--- config.mk ---
export PLATFORM = sky130hd
export DESIGN_NAME = spi_regfile_peripheral_flat
export DESIGN_NICKNAME = d
export VERILOG_FILES = /design/src/rtl/spi_regfile_pkg.sv /design/src/rtl/spi_regfile_peripheral_if.sv /design/src/rtl/spi_pin_sync.sv /design/src/rtl/spi_regfile_peripheral.sv /design/src/flat_wrapper.sv
export SDC_FILE = /design/constraint.sdc
export NUM_CORES = 1
export LEC_CHECK = 0
export BUFFER_PORTS_ARGS = -buffer_cell sky130_fd_sc_hd__buf_4
export CAP_MARGIN = 20
export CORE_MARGIN = 4
export CORE_UTILIZATION = 45
export CTS_CLUSTER_SIZE = 10
export DETAILED_ROUTE_END_ITERATION = 7
export PLACE_DENSITY = 0.71
export SYNTH_ARGS = -nofsm -noshare
export SYNTH_HDL_FRONTEND = slang
export SYNTH_SLANG_ARGS = --single-unit
--- constraint.sdc ---
create_clock -name clk -period 1.9 [get_ports clk]
set_input_delay 0.285 -clock clk [delete_from_list [all_inputs] [get_ports clk]]
set_output_delay 0.285 -clock clk [all_outputs]
set_load 0.01 [all_outputs]
--- src/rtl/spi_regfile_pkg.sv ---
// Shared types and constants for the SPI register-file peripheral.
package spi_regfile_pkg;

  typedef enum logic [2:0] {
    IDLE,
    CMD,
    DATA,
    FULL,
    OVER
  } spi_state_e;

  localparam logic SPI_WR = 1'b1;
  localparam logic SPI_RD = 1'b0;

  function automatic int unsigned frame_bits(input int unsigned addr_w, input int unsigned data_w);
    return 1 + addr_w + data_w;
  endfunction

endpackage

--- src/rtl/spi_regfile_peripheral_if.sv ---
// SPI pin bundle between an external controller and the peripheral.
interface spi_regfile_peripheral_if;
  logic sclk;
  logic ncs;
  logic copi;
  logic cipo;
  logic cipo_oe;

  modport master (output sclk, output ncs, output copi, input cipo, input cipo_oe);
  modport slave  (input sclk, input ncs, input copi, output cipo, output cipo_oe);
endinterface

--- src/rtl/spi_pin_sync.sv ---
// Multi-flop synchroniser for one SPI pin with registered edge pulses.
module spi_pin_sync #(
  parameter int unsigned STAGES  = 2,
  parameter bit          RST_VAL = 1'b0,
  parameter bit          EDGES   = 1'b1
) (
  input  logic clk,
  input  logic rst_n,
  input  logic d,
  output logic level,
  output logic rise,
  output logic fall
);

  logic [STAGES-1:0] sync_q;
  logic              rise_q;
  logic              fall_q;

  // Edges come from the last two stages, so they line up with level.
  always_ff @(posedge clk or negedge rst_n) begin
    if (!rst_n) begin
      sync_q <= {STAGES{RST_VAL}};
      rise_q <= 1'b0;
      fall_q <= 1'b0;
    end else begin
      sync_q <= {sync_q[STAGES-2:0], d};
      rise_q <= EDGES &  sync_q[STAGES-2] & ~sync_q[STAGES-1];
      fall_q <= EDGES & ~sync_q[STAGES-2] &  sync_q[STAGES-1];
    end
  end

  assign level = sync_q[STAGES-1];
  assign rise  = rise_q;
  assign fall  = fall_q;

endmodule

--- src/rtl/spi_regfile_peripheral.sv ---
// SPI mode-0 peripheral with an oversampled read/write register bank.
module spi_regfile_peripheral
  import spi_regfile_pkg::*;
#(
  parameter int unsigned ADDR_W      = 7,
  parameter int unsigned DATA_W      = 8,
  parameter int unsigned NUM_REGS    = 5,
  parameter int unsigned SYNC_STAGES = 2
) (
  input  logic                         clk,
  input  logic                         rst_n,
  spi_regfile_peripheral_if.slave      spi,
  output logic [NUM_REGS*DATA_W-1:0]   regs,
  output logic [NUM_REGS-1:0]          wr_strobe,
  output logic                         frame_err
);

  localparam int unsigned FRAME = frame_bits(ADDR_W, DATA_W);
  localparam int unsigned CNT_W = $clog2(FRAME + 1);
  localparam int unsigned CMD_W = 1 + ADDR_W;

  logic sclk_lvl_unused, sclk_rise, sclk_fall;
  logic ncs_lvl, ncs_rise, ncs_fall;
  logic copi_lvl, copi_rise_unused, copi_fall_unused;

  spi_pin_sync #(.STAGES(SYNC_STAGES), .RST_VAL(1'b0), .EDGES(1'b1)) u_sclk_sync (
    .clk(clk), .rst_n(rst_n), .d(spi.sclk),
    .level(sclk_lvl_unused), .rise(sclk_rise), .fall(sclk_fall)
  );

  spi_pin_sync #(.STAGES(SYNC_STAGES), .RST_VAL(1'b1), .EDGES(1'b1)) u_ncs_sync (
    .clk(clk), .rst_n(rst_n), .d(spi.ncs),
    .level(ncs_lvl), .rise(ncs_rise), .fall(ncs_fall)
  );

  spi_pin_sync #(.STAGES(SYNC_STAGES), .RST_VAL(1'b0), .EDGES(1'b0)) u_copi_sync (
    .clk(clk), .rst_n(rst_n), .d(spi.copi),
    .level(copi_lvl), .rise(copi_rise_unused), .fall(copi_fall_unused)
  );

  spi_state_e               state_q, state_d;
  logic [CNT_W-1:0]         cnt_q, cnt_d;
  logic [CMD_W-1:0]         cmd_q, cmd_d, cmd_shift;
  logic [DATA_W-1:0]        data_q, data_d;
  logic [DATA_W-1:0]        tx_q, tx_d, rd_val;
  logic                     cipo_q, cipo_d;
  logic                     oe_q, oe_d;
  logic [NUM_REGS-1:0]      strobe_q, strobe_d;
  logic                     err_q, err_d;
  logic [DATA_W-1:0]        bank_q [NUM_REGS];
  logic [DATA_W-1:0]        bank_d [NUM_REGS];
  logic [SYNC_STAGES-1:0]   flush_q, flush_d;
  logic                     armed_q, armed_d;

  assign cmd_shift = {cmd_q[CMD_W-2:0], copi_lvl};

  // Read source for the address completing on this sample; out of range reads zero.
  always_comb begin
    rd_val = '0;
    for (int unsigned k = 0; k < NUM_REGS; k++) begin
      if (cmd_shift[ADDR_W-1:0] == ADDR_W'(k)) rd_val = bank_q[k];
    end
  end

  always_comb begin
    state_d  = state_q;
    cnt_d    = cnt_q;
    cmd_d    = cmd_q;
    data_d   = data_q;
    tx_d     = tx_q;
    cipo_d   = cipo_q;
    oe_d     = ~ncs_lvl;
    strobe_d = '0;
    err_d    = 1'b0;
    bank_d   = bank_q;
    // A select already low when reset lifts is ignored until ncs is seen high.
    flush_d  = {flush_q[SYNC_STAGES-2:0], 1'b1};
    armed_d  = armed_q | (flush_q[SYNC_STAGES-1] & ncs_lvl);

    if (ncs_rise) begin
      state_d = IDLE;
      cipo_d  = 1'b0;
      case (state_q)
        FULL: begin
          if (cmd_q[CMD_W-1] == SPI_WR) begin
            for (int unsigned k = 0; k < NUM_REGS; k++) begin
              if (cmd_q[ADDR_W-1:0] == ADDR_W'(k)) begin
                bank_d[k]   = data_q;
                strobe_d[k] = 1'b1;
              end
            end
          end
        end
        CMD, DATA: err_d = (cnt_q != '0);
        OVER:      err_d = 1'b1;
        default:   ;
      endcase
    end else if (ncs_fall && armed_q) begin
      state_d = CMD;
      cnt_d   = '0;
      cmd_d   = '0;
      data_d  = '0;
      tx_d    = '0;
      cipo_d  = 1'b0;
    end else if (sclk_rise) begin
      case (state_q)
        CMD: begin
          cmd_d = cmd_shift;
          cnt_d = cnt_q + CNT_W'(1);
          if (cnt_q == CNT_W'(ADDR_W)) begin
            state_d = DATA;
            if (cmd_shift[CMD_W-1] == SPI_RD) begin
              tx_d   = rd_val;
              cipo_d = rd_val[DATA_W-1];
            end
          end
        end
        DATA: begin
          data_d = {data_q[DATA_W-2:0], copi_lvl};
          cnt_d  = cnt_q + CNT_W'(1);
          if (cnt_q == CNT_W'(FRAME - 1)) state_d = FULL;
        end
        FULL: begin
          state_d = OVER;
          cnt_d   = cnt_q + CNT_W'(1);
        end
        default: ;
      endcase
    end else if (sclk_fall && (state_q inside {DATA, FULL, OVER}) &&
                 (cmd_q[CMD_W-1] == SPI_RD) && (cnt_q != CNT_W'(CMD_W))) begin
      // The fall right after the load keeps the MSB; later falls advance.
      tx_d   = {tx_q[DATA_W-2:0], 1'b0};
      cipo_d = tx_q[DATA_W-2];
    end
  end

  always_ff @(posedge clk or negedge rst_n) begin
    if (!rst_n) begin
      state_q  <= IDLE;
      cnt_q    <= '0;
      cmd_q    <= '0;
      data_q   <= '0;
      tx_q     <= '0;
      cipo_q   <= 1'b0;
      oe_q     <= 1'b0;
      strobe_q <= '0;
      err_q    <= 1'b0;
      bank_q   <= '{default: '0};
      flush_q  <= '0;
      armed_q  <= 1'b0;
    end else begin
      state_q  <= state_d;
      cnt_q    <= cnt_d;
      cmd_q    <= cmd_d;
      data_q   <= data_d;
      tx_q     <= tx_d;
      cipo_q   <= cipo_d;
      oe_q     <= oe_d;
      strobe_q <= strobe_d;
      err_q    <= err_d;
      bank_q   <= bank_d;
      flush_q  <= flush_d;
      armed_q  <= armed_d;
    end
  end

  always_comb begin
    regs = '0;
    for (int unsigned k = 0; k < NUM_REGS; k++) regs[k*DATA_W +: DATA_W] = bank_q[k];
  end

  assign spi.cipo    = cipo_q;
  assign spi.cipo_oe = oe_q;
  assign wr_strobe   = strobe_q;
  assign frame_err   = err_q;

endmodule

--- src/flat_wrapper.sv ---
// flat-port wrapper written by rule: the top's interface ports become plain ports
module spi_regfile_peripheral_flat import spi_regfile_pkg::*;
#(
  parameter int unsigned ADDR_W      = 7,
  parameter int unsigned DATA_W      = 8,
  parameter int unsigned NUM_REGS    = 5,
  parameter int unsigned SYNC_STAGES = 2
)
  (clk, rst_n, regs, wr_strobe, frame_err, spi_sclk, spi_ncs, spi_copi, spi_cipo, spi_cipo_oe);
  spi_regfile_peripheral_if spi_i ();
  input  logic clk;
  input  logic rst_n;
  output logic [NUM_REGS*DATA_W-1:0] regs;
  output logic [NUM_REGS-1:0] wr_strobe;
  output logic frame_err;
  input wire logic [$bits(spi_i.sclk)-1:0] spi_sclk;
  input wire logic [$bits(spi_i.ncs)-1:0] spi_ncs;
  input wire logic [$bits(spi_i.copi)-1:0] spi_copi;
  output wire logic [$bits(spi_i.cipo)-1:0] spi_cipo;
  output wire logic [$bits(spi_i.cipo_oe)-1:0] spi_cipo_oe;
  assign spi_i.sclk = spi_sclk;
  assign spi_i.ncs = spi_ncs;
  assign spi_i.copi = spi_copi;
  assign spi_cipo = spi_i.cipo;
  assign spi_cipo_oe = spi_i.cipo_oe;
  spi_regfile_peripheral #(.ADDR_W(ADDR_W), .DATA_W(DATA_W), .NUM_REGS(NUM_REGS), .SYNC_STAGES(SYNC_STAGES)) u_core (.clk(clk), .rst_n(rst_n), .spi(spi_i), .regs(regs), .wr_strobe(wr_strobe), .frame_err(frame_err));
endmodule
==> results of run 1 <==
per-stage QoR:
step | cells | setup WS, ps | hold slack [ps] | TNS (ps) | instance area, sq um
final | 512 | 8.886 | 21.42 | 0 | 4992
after floorplan | 326 | 70.93 | -10.59 | 0 | 4083
after detailed placement | 492 | 27.74 | 163.1 | 0 | 4688
after global routing | 512 | -47.64 | -1.699 | -321.1 | 4992
after global placement | 492 | 73.35 | 159.7 | 0 | 4688
after CTS | 509 | 6.419 | 10.61 | 0 | 4921
state kept, by name, indices dropped and copies added, names as in the netlist:
name	cells
u_core.u_ncs_sync.rise	1
u_core.u_copi_sync.sync_q	2
u_core.cmd_q	8
u_core.spi.cipo	1
u_core.u_sclk_sync.fall	1
u_core.u_sclk_sync.sync_q	2
u_core.spi.cipo_oe	1
u_core.tx_q	7
u_core.u_ncs_sync.sync_q	2
u_core.flush_q	2
u_core.regs	40
u_core.armed_q	1
u_core.data_q	8
u_core.state_q	3
u_core.u_sclk_sync.rise	1
u_core.cnt_q	5
u_core.u_ncs_sync.fall	1
u_core.frame_err	1
u_core.wr_strobe	5
critical path: cells and delay by family, from the launching register on:
kind             cells  cell delay (ps)
and+or+nand+nor      3             1040
DFF                  1              420
muxes                1              310
metal layers:
metal	vias to the layer above	global-route usage	wire length, microns
met1	1476	0.2681	4285
li1	1328	-	-
met5	-	0	0
met4	0	0.05876	99
met3	9	0.03219	316
met2	57	0.2842	4494
cells by family (layout without fill, tap and decap cells):
family / Yosys count / count (layout) / synth area share
adders and majority gates: 3 / 3 / 0.009195
buffers and inverters: 28 / 105 / 0.03585
DFF: 92 / 92 / 0.5645
AOI/OAI and AO/OA: 60 / 60 / 0.1134
muxes: 43 / 43 / 0.1382
and+or+nand+nor: 98 / 99 / 0.1358
other: 1 / 1 / 0.0009185
xor gates and xnor gates: 1 / 1 / 0.002146
how the worst max path moves through the flow:
stage / end / slack, ps / start / cells after the start
floorplan: u_core.regs[10] / 70 / u_core.cmd_q[2] / 5
global placement: u_core.regs[8] / 70 / u_core.cmd_q[2] / 4
detailed placement: u_core.regs[15] / 30 / u_core.cmd_q[5] / 4
CTS: u_core.regs[15] / 6 / u_core.cmd_q[5] / 4
global route: u_core.regs[15] / -50 / u_core.cmd_q[5] / 4
finish: u_core.regs[15] / 9 / u_core.cmd_q[5] / 4
cell type report:
type	count	share of cell area
inverters	11	0.008271
repair buffers	78	0.1216
clock inverters	6	0.01905
flip-flops and latches	92	0.4622
well taps	108	0.02707
multi-input cells	207	0.3363
clock buffers	10	0.02556
timing repair:
action,CTS,global route
buffers inserted,0,1
hold endpoints to repair,13,1
hold buffers,1,1
endpoints found under the setup margin,0,28
gates resized for setup,0,11
report_power, final:
group | internal [W] | total, W | switching, W
Clock | 0.000759 | 0.00149 | 0.000732
Combinational | 0.000163 | 0.000364 | 0.000201
Sequential | 0.00204 | 0.00210 | 0.0000666
Total | 0.00296 | 0.00396 | 0.000999
layout by cell type (no fill, tap or decap), types with 2 or more instances in the layout:
cell type      synthesis  final
clkbuf_8               1      9
buf_4                  2     74
o221ai_1               4      2
o221ai_2               0      2
mux2_2                24     24
mux2_4                 8      8
inv_1                 11     11
dfrtp_1               90     88
dfrtp_2                0      2
dlygate4sd3_1          0      2
nor2b_1               10     10
mux2i_1                5      5
mux4_2                 5      5
a21oi_1                5      5
and4b_1                2      2
nor2_4                 1      2
nand2_1               34     34
nand2b_1               5      5
dfstp_2                2      2
a22o_1                14     14
o21a_1                 6      6
nor4b_1                2      2
nor3b_1                3      2
a22o_2                 3      3
a21o_1                 2      2
a31oi_1                9      9
nand4b_1               2      2
ha_1                   3      2
o21ai_0                7      7
o2bb2ai_1              2      2
and4bb_2               2      2
nor2_1                11     10
inv_6                  0      3
and3_1                 2      2
bufinv_16              0      2
nor3_1                 4      4
nand3_1                6      5
nand3b_1               2      2
==> results.json, run 1 <==
{
  "status": "finished, final reports clean",
  "avgSynthCellArea_sq_um": 12.52,
  "dieWidth_microns": 103.3,
  "setup_viol": 0,
  "crit_fanout": 5,
  "cts_tree": "built",
  "vias": 2870,
  "clock-sinks": 92,
  "dieArea_sq_um": 10660,
  "layout.nets": 407,
  "clock_skew_ps": 12.44,
  "synthCells": 326,
  "pwr_density_cell_nw_per_um2": 792.5,
  "insertion_delay_ps": 360,
  "synthMostInstantiatedCell": "dfrtp_1",
  "ys_top_cells_by_count": "dfrtp_1 (90), nand2_1 (34), mux2_2 (24), a22o_1 (14)",
  "regArea_sq_um": 2307,
  "synthArstFlopShare": 1.000,
  "fillerInstances": 739,
  "reg2reg_depth": 4,
  "wl_per_cell_microns": 17.96,
  "htree_levels": 3,
  "finalHoldViolations": 0,
  "hold_class": "input pin to flop",
  "rsz0062_at_grt": "yes",
  "cts.clk_slew.worst_paths_ps": 100,
  "drc": 0,
  "min_period_over_period": 0.9953,
  "routed_via_density": 5.605,
  "synthToLayoutAreaGrowth_pct": 22.28,
  "ys_ff_latch": 92,
  "grt_usage": 0.1843,
  "max_freq_ghz": 0.5288,
  "place.gp.congestion": 0.8344,
  "yosys_warnings": 0,
  "ant_nets": 0,
  "antenna-diode-count": 0,
  "synth_area_sq_um": 4083,
  "ir_drop_mv": 0.4536,
  "cp.arrival_ps": 2140,
  "synth_edf_count": 0,
  "clockBufferDepth": 2,
  "leakage_nw": 2.405,
  "crit_type": "flop to flop",
  "hold_end": "u_core.u_copi_sync.sync_q[0]",
  "post-route-util": 0.5697,
  "drive_above_1_share": 0.3787,
  "min-delay-start": "spi_copi",
  "synth_top_area_frac": 0.5516,
  "holdPathStages": 1,
  "r2r-start": "u_core.cmd_q[5]",
  "synth_top_cell_by_area": "dfrtp_1",
  "cp.required_ps": 2150,
  "start_kind": "flop",
  "cts_root_buffer": "clkbuf_8",
  "yosysSeqAreaShare": 0.5645,
  "ys.flop_type": "dfrtp_1",
  "num_rows": 34,
  "cts_inserted_buffers": 9,
  "num_io_pins": 53,
  "r2r_slack_ps": 9,
  "multi_input_area_sq_um": 1679,
  "antenna_found_initial": 0,
  "rr_endpoint": "u_core.regs[15]",
  "total_power_w": 0.003957,
  "portBuffers": 52,
  "grt_pass1_wl_microns": 14990,
  "worstSetupEndpointType": "flop",
  "period_minus_slack_ps": 1891,
  "critPathMaxStageDelay_ps": 570,
  "die_height_microns": 103.3,
  "crit_slowest_cell": "or4_4",
  "drv_cap": 0,
  "dpl.hpwl_microns": 6488,
  "synthTopCellsByArea": "dfrtp_1 (55%), mux2_2 (6.6%), nand2_1 (3.1%)",
  "first_iter_violations": 137,
  "overflow": 0,
  "dr.pass1.iters": 4,
  "first_global_vias": 2836,
  "synth_nets": 334,
  "drt-total-wl_microns": 9196,
  "initial_core_util": 0.4659,
  "slew_viol_final": 0,
  "grt_max_degree": 52,
  "core_sq_um": 8763,
  "path_cells": "or4_4 > nor2_4 > and3_4 > mux2_4",
  "synth.distinct_cells": 60
}
Power figures use the tool's default switching activity.
==> run 2: changes to the inputs <==
CORE_UTILIZATION = 30   (was 45)
PLACE_DENSITY = 0.53   (was 0.71)
REMOVE_ABC_BUFFERS = 1   (was not set)
==> results.json, run 2 (synthesis results as in run 1) <==
{
  "layout.nets": 408,
  "rsz0062_at_grt": "yes",
  "crit_fanout": 9,
  "cts_inserted_buffers": 9,
  "antenna-diode-count": 0,
  "synthToLayoutAreaGrowth_pct": 26.51,
  "dieArea_sq_um": 15540,
  "overflow": 0,
  "hold_end": "u_core.u_copi_sync.sync_q[0]",
  "die_height_microns": 124.7,
  "holdPathStages": 1,
  "critPathMaxStageDelay_ps": 570,
  "clock_skew_ps": 9.233,
  "crit_type": "flop to flop",
  "drive_above_1_share": 0.3877,
  "path_cells": "or4_4 > nor2_4 > and3_4 > mux2_4",
  "worstSetupEndpointType": "flop",
  "cts.clk_slew.worst_paths_ps": 70,
  "crit_slowest_cell": "or4_4",
  "first_global_vias": 3006,
  "hold_class": "input pin to flop",
  "reg2reg_depth": 4,
  "max_freq_ghz": 0.5415,
  "grt_usage": 0.1351,
  "cp.arrival_ps": 2070,
  "core_sq_um": 13300,
  "grt_max_degree": 36,
  "start_kind": "flop",
  "leakage_nw": 2.446,
  "period_minus_slack_ps": 1847,
  "status": "finished, final reports clean",
  "largest_reg_flops": 40,
  "dr.pass1.iters": 4,
  "vias": 2806,
  "slew_viol_final": 0,
  "drv_cap": 0,
  "cp.required_ps": 2120,
  "setup_viol": 0,
  "r2r-start": "u_core.cmd_q[2]",
  "num_rows": 42,
  "wl_per_cell_microns": 16.98,
  "place.gp.congestion": 0.7786,
  "final_cells": 581,
  "routed_via_density": 4.830,
  "cts_root_buffer": "clkbuf_16",
  "place_inst": 563,
  "post-route-util": 0.3885,
  "num_io_pins": 53,
  "min-delay-start": "spi_copi",
  "pwr_density_cell_nw_per_um2": 813.6,
  "clockBufferDepth": 2,
  "antenna_found_initial": 0,
  "drt-total-wl_microns": 9868,
  "layout_commonest_cell": "dfrtp_1",
  "final_cell_mix": "dfrtp_1 (88), buf_4 (75), nand2_1 (34)",
  "clock-sinks": 92,
  "dieWidth_microns": 124.7,
  "cts_tree": "built",
  "drc": 0,
  "initial_core_util": 0.3071,
  "portBuffers": 52,
  "r2r_slack_ps": 50,
  "dpl.hpwl_microns": 7260,
  "min_period_over_period": 0.9720,
  "rr_endpoint": "u_core.regs[12]",
  "ir_drop_mv": 0.3383,
  "htree_levels": 3,
  "finalHoldViolations": 0,
  "first_iter_violations": 180,
  "ant_nets": 0,
  "grt_pass1_wl_microns": 16750,
  "insertion_delay_ps": 340
}
run 2: cell type report:
| cell class | count | area (sq um) |
|---|---|---|
| clock buffer | 11 | 252.7 |
| clock inverter | 5 | 35.03 |
| fill | 1315 | 8130 |
| inverter | 11 | 41.29 |
| multi-input combinational | 206 | 1664 |
| sequential | 92 | 2307 |
| tap | 176 | 220.2 |
| timing repair buffer | 80 | 644.4 |
run 2: layer usage:
layer / vias to the layer above / part of all wire / GRT usage
li1: 1326 / - / -
met1: 1417 / 0.47 / 0.1820
met2: 55 / 0.48 / 0.2156
met3: 8 / 0.042 / 0.03173
met4: 0 / 0.011 / 0.04320
met5: - / 0 / 0
run 2: report_power, final:
group          internal [W]  switching [W]
combinational      0.000188       0.000208
clock              0.000961       0.000746
sequential          0.00204      0.0000618
total               0.00319        0.00102
run 2: what timing repair did:
item                       in CTS  in global routing
hold buffers                    1                  0
setup buffers                   0                  1
hold endpoints to repair       26                  0
resized for setup               0                 11
setup endpoints to repair       0                 27
run 2: worst max path at each step:
stage	startpoint	to	cells after the start
3_5_place_dp	u_core.state_q[0]	u_core.regs[20]	5
4_1_cts	u_core.state_q[0]	u_core.regs[20]	5
2_1_floorplan	u_core.u_sclk_sync.rise	u_core.tx_q[0]	5
3_3_place_gp	u_core.state_q[0]	u_core.regs[20]	5
5_1_grt	u_core.cnt_q[0]	u_core.tx_q[4]	7
6_report	u_core.cmd_q[2]	u_core.regs[12]	4
run 2: critical path: cells and delay by family, from the launching register on:
| kind | cells | cell delay [ps] |
|---|---|---|
| AND/OR/NAND/NOR | 3 | 1010 |
| flip-flops | 1 | 400 |
| multiplexers | 1 | 320 |
run 2: through the flow:
| stage | setup WS (ps) | TNS (ps) | total power [W] | instance area (sq um) | hold WS, ps |
|---|---|---|---|---|---|
| after floorplan | -99.23 | -126.7 | 0.002336 | 3978 | -10.59 |
| after global placement | 64.85 | 0 | 0.002503 | 4821 | 261.5 |
| after detailed placement | 34.03 | 0 | 0.002515 | 4821 | 264.2 |
| after CTS | 13.30 | 0 | 0.004242 | 5119 | 35.87 |
| after global routing | -5.121 | -5.413 | 0.004418 | 5165 | 29.29 |
| final | 53.18 | 0 | 0.004202 | 5165 | 52.52 |
